===== config.mk =====
export PLATFORM = sky130hd
export DESIGN_NAME = window_scheduler_flat
export DESIGN_NICKNAME = d
export VERILOG_FILES = /design/src/rtl/window_scheduler_if.sv /design/src/rtl/window_scheduler.sv /design/src/flat_wrapper.sv
export SDC_FILE = /design/constraint.sdc
export NUM_CORES = 1
export LEC_CHECK = 0
export ABC_AREA = 1
export BUFFER_PORTS_ARGS = -buffer_cell sky130_fd_sc_hd__buf_2
export CAP_MARGIN = 15
export CORE_MARGIN = 2
export CORE_UTILIZATION = 51
export CTS_CLUSTER_SIZE = 16
export DETAILED_ROUTE_END_ITERATION = 16
export PLACE_DENSITY = 0.84
export SYNTH_ARGS = -nofsm -noshare
export SYNTH_HDL_FRONTEND = slang
export SYNTH_SLANG_ARGS = --single-unit

===== constraint.sdc =====
create_clock -name clk -period 1.23 [get_ports clk]
set_input_delay 0.0615 -clock clk [delete_from_list [all_inputs] [get_ports clk]]
set_output_delay 0.0615 -clock clk [all_outputs]
set_load 0.01 [all_outputs]

===== src/rtl/window_scheduler_if.sv =====
// Handshake and strobe bundle for window_scheduler.
// Overrun monitor signals exist only when WINDOW_SCHED_OVERRUN_EN is defined.
interface window_scheduler_if;
    logic       en;
    logic       sample_valid;
    logic       result_ready;
    logic       tick_1s;
    logic       tick_5s;
    logic       tick_30s;
    logic       tick_240s;
    logic       valid_1s;
    logic       valid_5s;
    logic       valid_30s;
    logic       valid_240s;
    logic       result_valid;
    logic [1:0] state;
`ifdef WINDOW_SCHED_OVERRUN_EN
    logic       overrun;
    logic [7:0] overrun_cnt;
`endif

    // Sample source / result consumer side.
    modport master (
        output en, sample_valid, result_ready,
        input  tick_1s, tick_5s, tick_30s, tick_240s,
        input  valid_1s, valid_5s, valid_30s, valid_240s,
        input  result_valid, state
`ifdef WINDOW_SCHED_OVERRUN_EN
        , input overrun, overrun_cnt
`endif
    );

    // Scheduler side.
    modport slave (
        input  en, sample_valid, result_ready,
        output tick_1s, tick_5s, tick_30s, tick_240s,
        output valid_1s, valid_5s, valid_30s, valid_240s,
        output result_valid, state
`ifdef WINDOW_SCHED_OVERRUN_EN
        , output overrun, overrun_cnt
`endif
    );
endinterface


===== src/rtl/window_scheduler.sv =====
// Sample/1s/5s/30s/240s strobe sequencer with 240s-result valid/ready handshake.
// Define WINDOW_SCHED_OVERRUN_EN to add the sticky overrun flag and saturating overrun counter.
module window_scheduler #(
    parameter int unsigned SAMPLES_PER_SEC = 250,
    parameter int unsigned N_5S            = 5,
    parameter int unsigned N_30S           = 6,
    parameter int unsigned N_240S          = 8
) (
    input logic               clk,
    input logic               rst,
    window_scheduler_if.slave bus
);
    localparam int unsigned ScW   = (SAMPLES_PER_SEC > 1) ? $clog2(SAMPLES_PER_SEC) : 1;
    localparam int unsigned C5W   = (N_5S > 1) ? $clog2(N_5S) : 1;
    localparam int unsigned C30W  = (N_30S > 1) ? $clog2(N_30S) : 1;
    localparam int unsigned C240W = (N_240S > 1) ? $clog2(N_240S) : 1;

    localparam logic [ScW-1:0]   ScLast   = ScW'(SAMPLES_PER_SEC - 1);
    localparam logic [C5W-1:0]   C5Last   = C5W'(N_5S - 1);
    localparam logic [C30W-1:0]  C30Last  = C30W'(N_30S - 1);
    localparam logic [C240W-1:0] C240Last = C240W'(N_240S - 1);

    typedef enum logic [1:0] {
        StIdle = 2'b00,
        StFill = 2'b01,
        StRun  = 2'b10
    } state_e;

    state_e state_q, state_d;

    logic [ScW-1:0]   sc_q, sc_d;
    logic [C5W-1:0]   c5_q, c5_d;
    logic [C30W-1:0]  c30_q, c30_d;
    logic [C240W-1:0] c240_q, c240_d;

    logic accept;
    logic ev_1s, ev_5s, ev_30s, ev_240s;
    logic tick_1s_q, tick_5s_q, tick_30s_q, tick_240s_q;
    logic valid_1s_q, valid_5s_q, valid_30s_q, valid_240s_q;
    logic result_valid_q, result_valid_d, result_set;

    assign accept = bus.sample_valid & ~bus.en;

    // Cascaded counters; each wrap raises the next-level event in the same cycle.
    always_comb begin
        sc_d    = sc_q;
        c5_d    = c5_q;
        c30_d   = c30_q;
        c240_d  = c240_q;
        ev_1s   = 1'b0;
        ev_5s   = 1'b0;
        ev_30s  = 1'b0;
        ev_240s = 1'b0;
        if (accept) begin
            if (sc_q == ScLast) begin
                sc_d  = '0;
                ev_1s = 1'b1;
            end else begin
                sc_d = sc_q + ScW'(1);
            end
        end
        if (ev_1s) begin
            if (c5_q == C5Last) begin
                c5_d  = '0;
                ev_5s = 1'b1;
            end else begin
                c5_d = c5_q + C5W'(1);
            end
        end
        if (ev_5s) begin
            if (c30_q == C30Last) begin
                c30_d  = '0;
                ev_30s = 1'b1;
            end else begin
                c30_d = c30_q + C30W'(1);
            end
        end
        if (ev_30s) begin
            if (c240_q == C240Last) begin
                c240_d  = '0;
                ev_240s = 1'b1;
            end else begin
                c240_d = c240_q + C240W'(1);
            end
        end
    end

    // A new 240s result appears each 30s once the 240s chain holds (or is completing) a full window.
    assign result_set     = tick_30s_q & (valid_240s_q | tick_240s_q);
    assign result_valid_d = result_set | (result_valid_q & ~bus.result_ready);

    always_ff @(posedge clk or negedge rst) begin
        if (!rst) begin
            sc_q           <= '0;
            c5_q           <= '0;
            c30_q          <= '0;
            c240_q         <= '0;
            tick_1s_q      <= 1'b0;
            tick_5s_q      <= 1'b0;
            tick_30s_q     <= 1'b0;
            tick_240s_q    <= 1'b0;
            valid_1s_q     <= 1'b0;
            valid_5s_q     <= 1'b0;
            valid_30s_q    <= 1'b0;
            valid_240s_q   <= 1'b0;
            result_valid_q <= 1'b0;
        end else begin
            sc_q           <= sc_d;
            c5_q           <= c5_d;
            c30_q          <= c30_d;
            c240_q         <= c240_d;
            tick_1s_q      <= ev_1s;
            tick_5s_q      <= ev_5s;
            tick_30s_q     <= ev_30s;
            tick_240s_q    <= ev_240s;
            valid_1s_q     <= valid_1s_q | tick_1s_q;
            valid_5s_q     <= valid_5s_q | tick_5s_q;
            valid_30s_q    <= valid_30s_q | tick_30s_q;
            valid_240s_q   <= valid_240s_q | tick_240s_q;
            result_valid_q <= result_valid_d;
        end
    end

    always_ff @(posedge clk or negedge rst) begin
        if (!rst) begin
            state_q <= StIdle;
        end else begin
            state_q <= state_d;
        end
    end

    always_comb begin
        state_d = state_q;
        case (state_q)
            StIdle: begin
                if (!bus.en) begin
                    state_d = valid_240s_q ? StRun : StFill;
                end
            end
            StFill: begin
                if (bus.en) begin
                    state_d = StIdle;
                end else if (tick_240s_q) begin
                    state_d = StRun;
                end
            end
            StRun: begin
                if (bus.en) begin
                    state_d = StIdle;
                end
            end
            default: state_d = StIdle;
        endcase
    end

    always_comb begin
        bus.state        = state_q;
        bus.tick_1s      = tick_1s_q;
        bus.tick_5s      = tick_5s_q;
        bus.tick_30s     = tick_30s_q;
        bus.tick_240s    = tick_240s_q;
        bus.valid_1s     = valid_1s_q;
        bus.valid_5s     = valid_5s_q;
        bus.valid_30s    = valid_30s_q;
        bus.valid_240s   = valid_240s_q;
        bus.result_valid = result_valid_q;
    end

`ifdef WINDOW_SCHED_OVERRUN_EN
    logic       overrun_evt;
    logic       overrun_q;
    logic [7:0] overrun_cnt_q;

    // Unconsumed result overwritten; a coincident accept is not an overrun.
    assign overrun_evt = result_set & result_valid_q & ~bus.result_ready;

    always_ff @(posedge clk or negedge rst) begin
        if (!rst) begin
            overrun_q     <= 1'b0;
            overrun_cnt_q <= 8'd0;
        end else if (overrun_evt) begin
            overrun_q <= 1'b1;
            if (overrun_cnt_q != 8'hff) begin
                overrun_cnt_q <= overrun_cnt_q + 8'd1;
            end
        end
    end

    assign bus.overrun     = overrun_q;
    assign bus.overrun_cnt = overrun_cnt_q;
`endif
endmodule


===== src/flat_wrapper.sv =====
// flat-port wrapper written by rule: the top's interface ports become plain ports
module window_scheduler_flat 
#(
    parameter int unsigned SAMPLES_PER_SEC = 250,
    parameter int unsigned N_5S            = 5,
    parameter int unsigned N_30S           = 6,
    parameter int unsigned N_240S          = 8
)
  (clk, rst, bus_en, bus_sample_valid, bus_result_ready, bus_tick_1s, bus_tick_5s, bus_tick_30s, bus_tick_240s, bus_valid_1s, bus_valid_5s, bus_valid_30s, bus_valid_240s, bus_result_valid, bus_state);
  window_scheduler_if bus_i ();
  input logic clk;
  input logic rst;
  input wire logic [$bits(bus_i.en)-1:0] bus_en;
  input wire logic [$bits(bus_i.sample_valid)-1:0] bus_sample_valid;
  input wire logic [$bits(bus_i.result_ready)-1:0] bus_result_ready;
  output wire logic [$bits(bus_i.tick_1s)-1:0] bus_tick_1s;
  output wire logic [$bits(bus_i.tick_5s)-1:0] bus_tick_5s;
  output wire logic [$bits(bus_i.tick_30s)-1:0] bus_tick_30s;
  output wire logic [$bits(bus_i.tick_240s)-1:0] bus_tick_240s;
  output wire logic [$bits(bus_i.valid_1s)-1:0] bus_valid_1s;
  output wire logic [$bits(bus_i.valid_5s)-1:0] bus_valid_5s;
  output wire logic [$bits(bus_i.valid_30s)-1:0] bus_valid_30s;
  output wire logic [$bits(bus_i.valid_240s)-1:0] bus_valid_240s;
  output wire logic [$bits(bus_i.result_valid)-1:0] bus_result_valid;
  output wire logic [$bits(bus_i.state)-1:0] bus_state;
  assign bus_i.en = bus_en;
  assign bus_i.sample_valid = bus_sample_valid;
  assign bus_i.result_ready = bus_result_ready;
  assign bus_tick_1s = bus_i.tick_1s;
  assign bus_tick_5s = bus_i.tick_5s;
  assign bus_tick_30s = bus_i.tick_30s;
  assign bus_tick_240s = bus_i.tick_240s;
  assign bus_valid_1s = bus_i.valid_1s;
  assign bus_valid_5s = bus_i.valid_5s;
  assign bus_valid_30s = bus_i.valid_30s;
  assign bus_valid_240s = bus_i.valid_240s;
  assign bus_result_valid = bus_i.result_valid;
  assign bus_state = bus_i.state;
  window_scheduler #(.SAMPLES_PER_SEC(SAMPLES_PER_SEC), .N_5S(N_5S), .N_30S(N_30S), .N_240S(N_240S)) u_core (.clk(clk), .rst(rst), .bus(bus_i));
endmodule

==> results.toml <==
[detailed_routing]
drt-met1-wl_um = 1260
drc = 0
drtIter0Drc = 38
totalWireLength_um = 3160
drt-pass1-iter-count = 4
wl_met3_um = 99
dr_wl_met2_um = 1690
topRoutingLayerUsed = "met4"
ant_nets = 0
routed_wire_length_per_instance_um = 13.8
via_per_inst = 5.18
via_count = 1182

[cts]
cts.reportedPaths.clkPinSlew_ns = 0.15
cts_buffer_depth = 2
h-tree-depth = 1
clk_latency_ns = 0.33
cts_made_buffers = 3
cts.sinks = 28
cts_tree = "built"
root_buffer = "clkbuf_4"

[worst_setup_path]
regToRegStartpoint = "u_core.sc_q[1]"
critPathCaptureType = "flop"
critPathLaunchType = "flop"
critical_path_class = "flop to flop"
crit_start = "u_core.sc_q[1]"
critPathArrivalTime_ns = 1.71
crit_required_ns = 1.47
cp_max_fo = 5

[cells_and_area]
fillers = 200
layout.cells.non_filler = 228
diodes = 0
drive_gt1_frac = 0.335
nets = 209
area_growth_syn_to_layout_pct = 29.2

[timing]
clock_skew_ns = 0.00403
fin_ws_ns = -0.240
worst_hold_slack_ns = 0.0659
maxSlewViolCount = 0
period_minus_slack_ns = 1.47
fin_crit_sh = 1.20
rsz0062_at_grt = "yes"
fmax_mhz = 680
timing.slew.headroom = 0.594
setup-violations-final = 21
hold_viol_final = 0
worst_pin_slew_ns = 0.608

[power]
ir_worst_vdd_v = 0.00117
leakage_uw = 0.00102
power_uw = 2500
p_per_area_nw_per_um2 = 1380

[place]
pre_cts_ws_ns = -0.204
place.gp.congestion = 0.766
place_inst = 210
port_buffers = 15
dp_hpwl_um = 1890

[global_route]
antenna_found_initial = 0
first_global_vias = 1242
grt_max_degree = 29
grt_first_pass_wirelength_um = 5330
gr-total-overflow = 0
grt_usage = 0.214

[flow_run]
cap_violations = 0

[die]
floorplan.die.width_um = 56.4
coreArea_um2 = 2690
dieArea_um2 = 3190
ios = 16
start_util = 0.522
die_h_um = 56.4
rows = 19

[synthesis]
synth_top_cell_by_area = "dfrtp_1"
synthXorXnorAreaFrac = 0.00624
synth_common_cells = "33 x nand2_1, 28 x dfrtp_1, 24 x inv_1"
synth_top_area_share = 0.500
synth.area.top_cells = "dfrtp_1 50%, nand2_1 8.8%, inv_1 6.4%"
synth_compound_area_frac = 0.0633
ys.flop_type = "dfrtp_1"
yosys.area_share.simple = 0.313
ys_types = 21
ys_async_sr_fraction = 1.00
yosys_warnings = 0
synth_edf_count = 0
yosysMostFrequentCell = "nand2_1"
synth_fa_ha_area_frac = 0.0535
synth_top_family_by_area = "simple AND/OR/NAND/NOR gates"
synth_mux_area_frac = 0
syn_area_per_cell_um2 = 8.93
synth-seq-area-share = 0.500
syn_nets = 168
syn_area_um2 = 1400
ys_ff_latch = 28
syn-instance-count = 157

[min_path]
hold_path.startpoint = "bus_sample_valid"
hold_class = "primary input to flop"

[run_status]
violations = "setup timing"
outcome = "finished with violations"
cells by family (layout without fill, tap and decap cells):
family,count (synthesis),count (layout)
DFF,28,28
xor gates and xnor gates,1,1
buffers and inverters,24,62
AOI/OAI and AO/OA,17,17
and+or+nand+nor,81,83
adders and majority gates,6,6
registers in the layout (all words and copies together) (netlist names):
| signal | cells |
|---|---|
| u_core.bus.valid_1s | 1 |
| u_core.bus.tick_1s | 1 |
| u_core.bus.tick_30s | 1 |
| u_core.c30_q | 3 |
| u_core.bus.state | 2 |
| u_core.bus.tick_5s | 1 |
| u_core.bus.valid_30s | 1 |
| u_core.c5_q | 3 |
| u_core.c240_q | 3 |
| u_core.bus.tick_240s | 1 |
| u_core.bus.valid_240s | 1 |
| u_core.sc_q | 8 |
| u_core.bus.result_valid | 1 |
| u_core.bus.valid_5s | 1 |
stage by stage:
stage          TNS, ns  cell area [µm²]   util
2_1_floorplan   -0.331             1400      -
3_3_place_gp    -0.768             1570  0.584
3_5_place_dp     -1.78             1570  0.584
4_1_cts          -2.31             1740  0.648
5_1_grt          -5.35             1810  0.674
6_report         -4.11             1810  0.674
placed cells by master, fill, tap and decap left out, types with 3 or more instances in the layout:
cell	instances
a21oi_1	4
buf_2	15
buf_4	13
buf_6	4
clkbuf_4	3
dfrtp_1	28
ha_1	5
inv_1	23
nand2_1	27
nand2_2	6
nand2_4	3
nand3_1	10
nor2_1	18
nor2_4	4
o21ai_0	3
o21ai_1	5
o21ai_2	3
or2_2	5
power breakdown:
| group | internal (µW) | leakage, µW | switching [µW] |
|---|---|---|---|
| Clock | 330 | 0.0000279 | 267 |
| Sequential | 1050 | 0.000357 | 152 |
| Combinational | 313 | 0.000635 | 387 |
worst max-delay path, cell delays in order (launching register included):
cell and delay, ns:
dfrtp_1 0.44, inv_2 0.10, ha_4 0.14, nand2_4 0.05, nor2_4 0.15, nand2_4 0.09
nor2_8 0.16, nand3_4 0.10, nand2_1 0.08, nand2_1 0.05
final cells by class:
class                   instances  area [µm²]  share of cell area
inverters                      24        90.1              0.0497
repair buffers                 34         238               0.131
clock buffers                   3        22.5              0.0124
multi-input cells             107         692               0.382
clock inverters                 1        30.0              0.0166
well taps                      31        38.8              0.0214
flip-flops and latches         28         701               0.387
worst paths after layout:
| kind | cells after the start | slack (ns) | to |
|---|---|---|---|
| hold reg to reg | 1 | 0.48 | u_core.bus.valid_5s |
| min in group asynchronous | 2 | 0.25 | u_core.sc_q[5] |
| setup / recovery | 9 | -0.24 | u_core.c240_q[2] |
| setup reg to reg | 9 | -0.24 | u_core.c240_q[2] |
| hold / removal | 4 | 0.07 | u_core.sc_q[7] |
| max in group asynchronous | 2 | 0.58 | u_core.bus.tick_1s |
metal layers:
metal / global-route usage / vias up
li1: - / 575
met1: 0.249 / 570
met2: 0.379 / 25
met3: 0.0415 / 12
met4: 0.0952 / 0
met5: 0 / -
timing repair:
item / CTS / global route
cloned: 2 / 0
pin swaps: 5 / 3
endpoints found under the setup margin: 20 / 21
hold buffers: 2 / 0
gates resized for setup: 12 / 14
buffers inserted: 5 / 5
endpoints found under the hold margin: 29 / 0
Power figures use the tool's default switching activity.
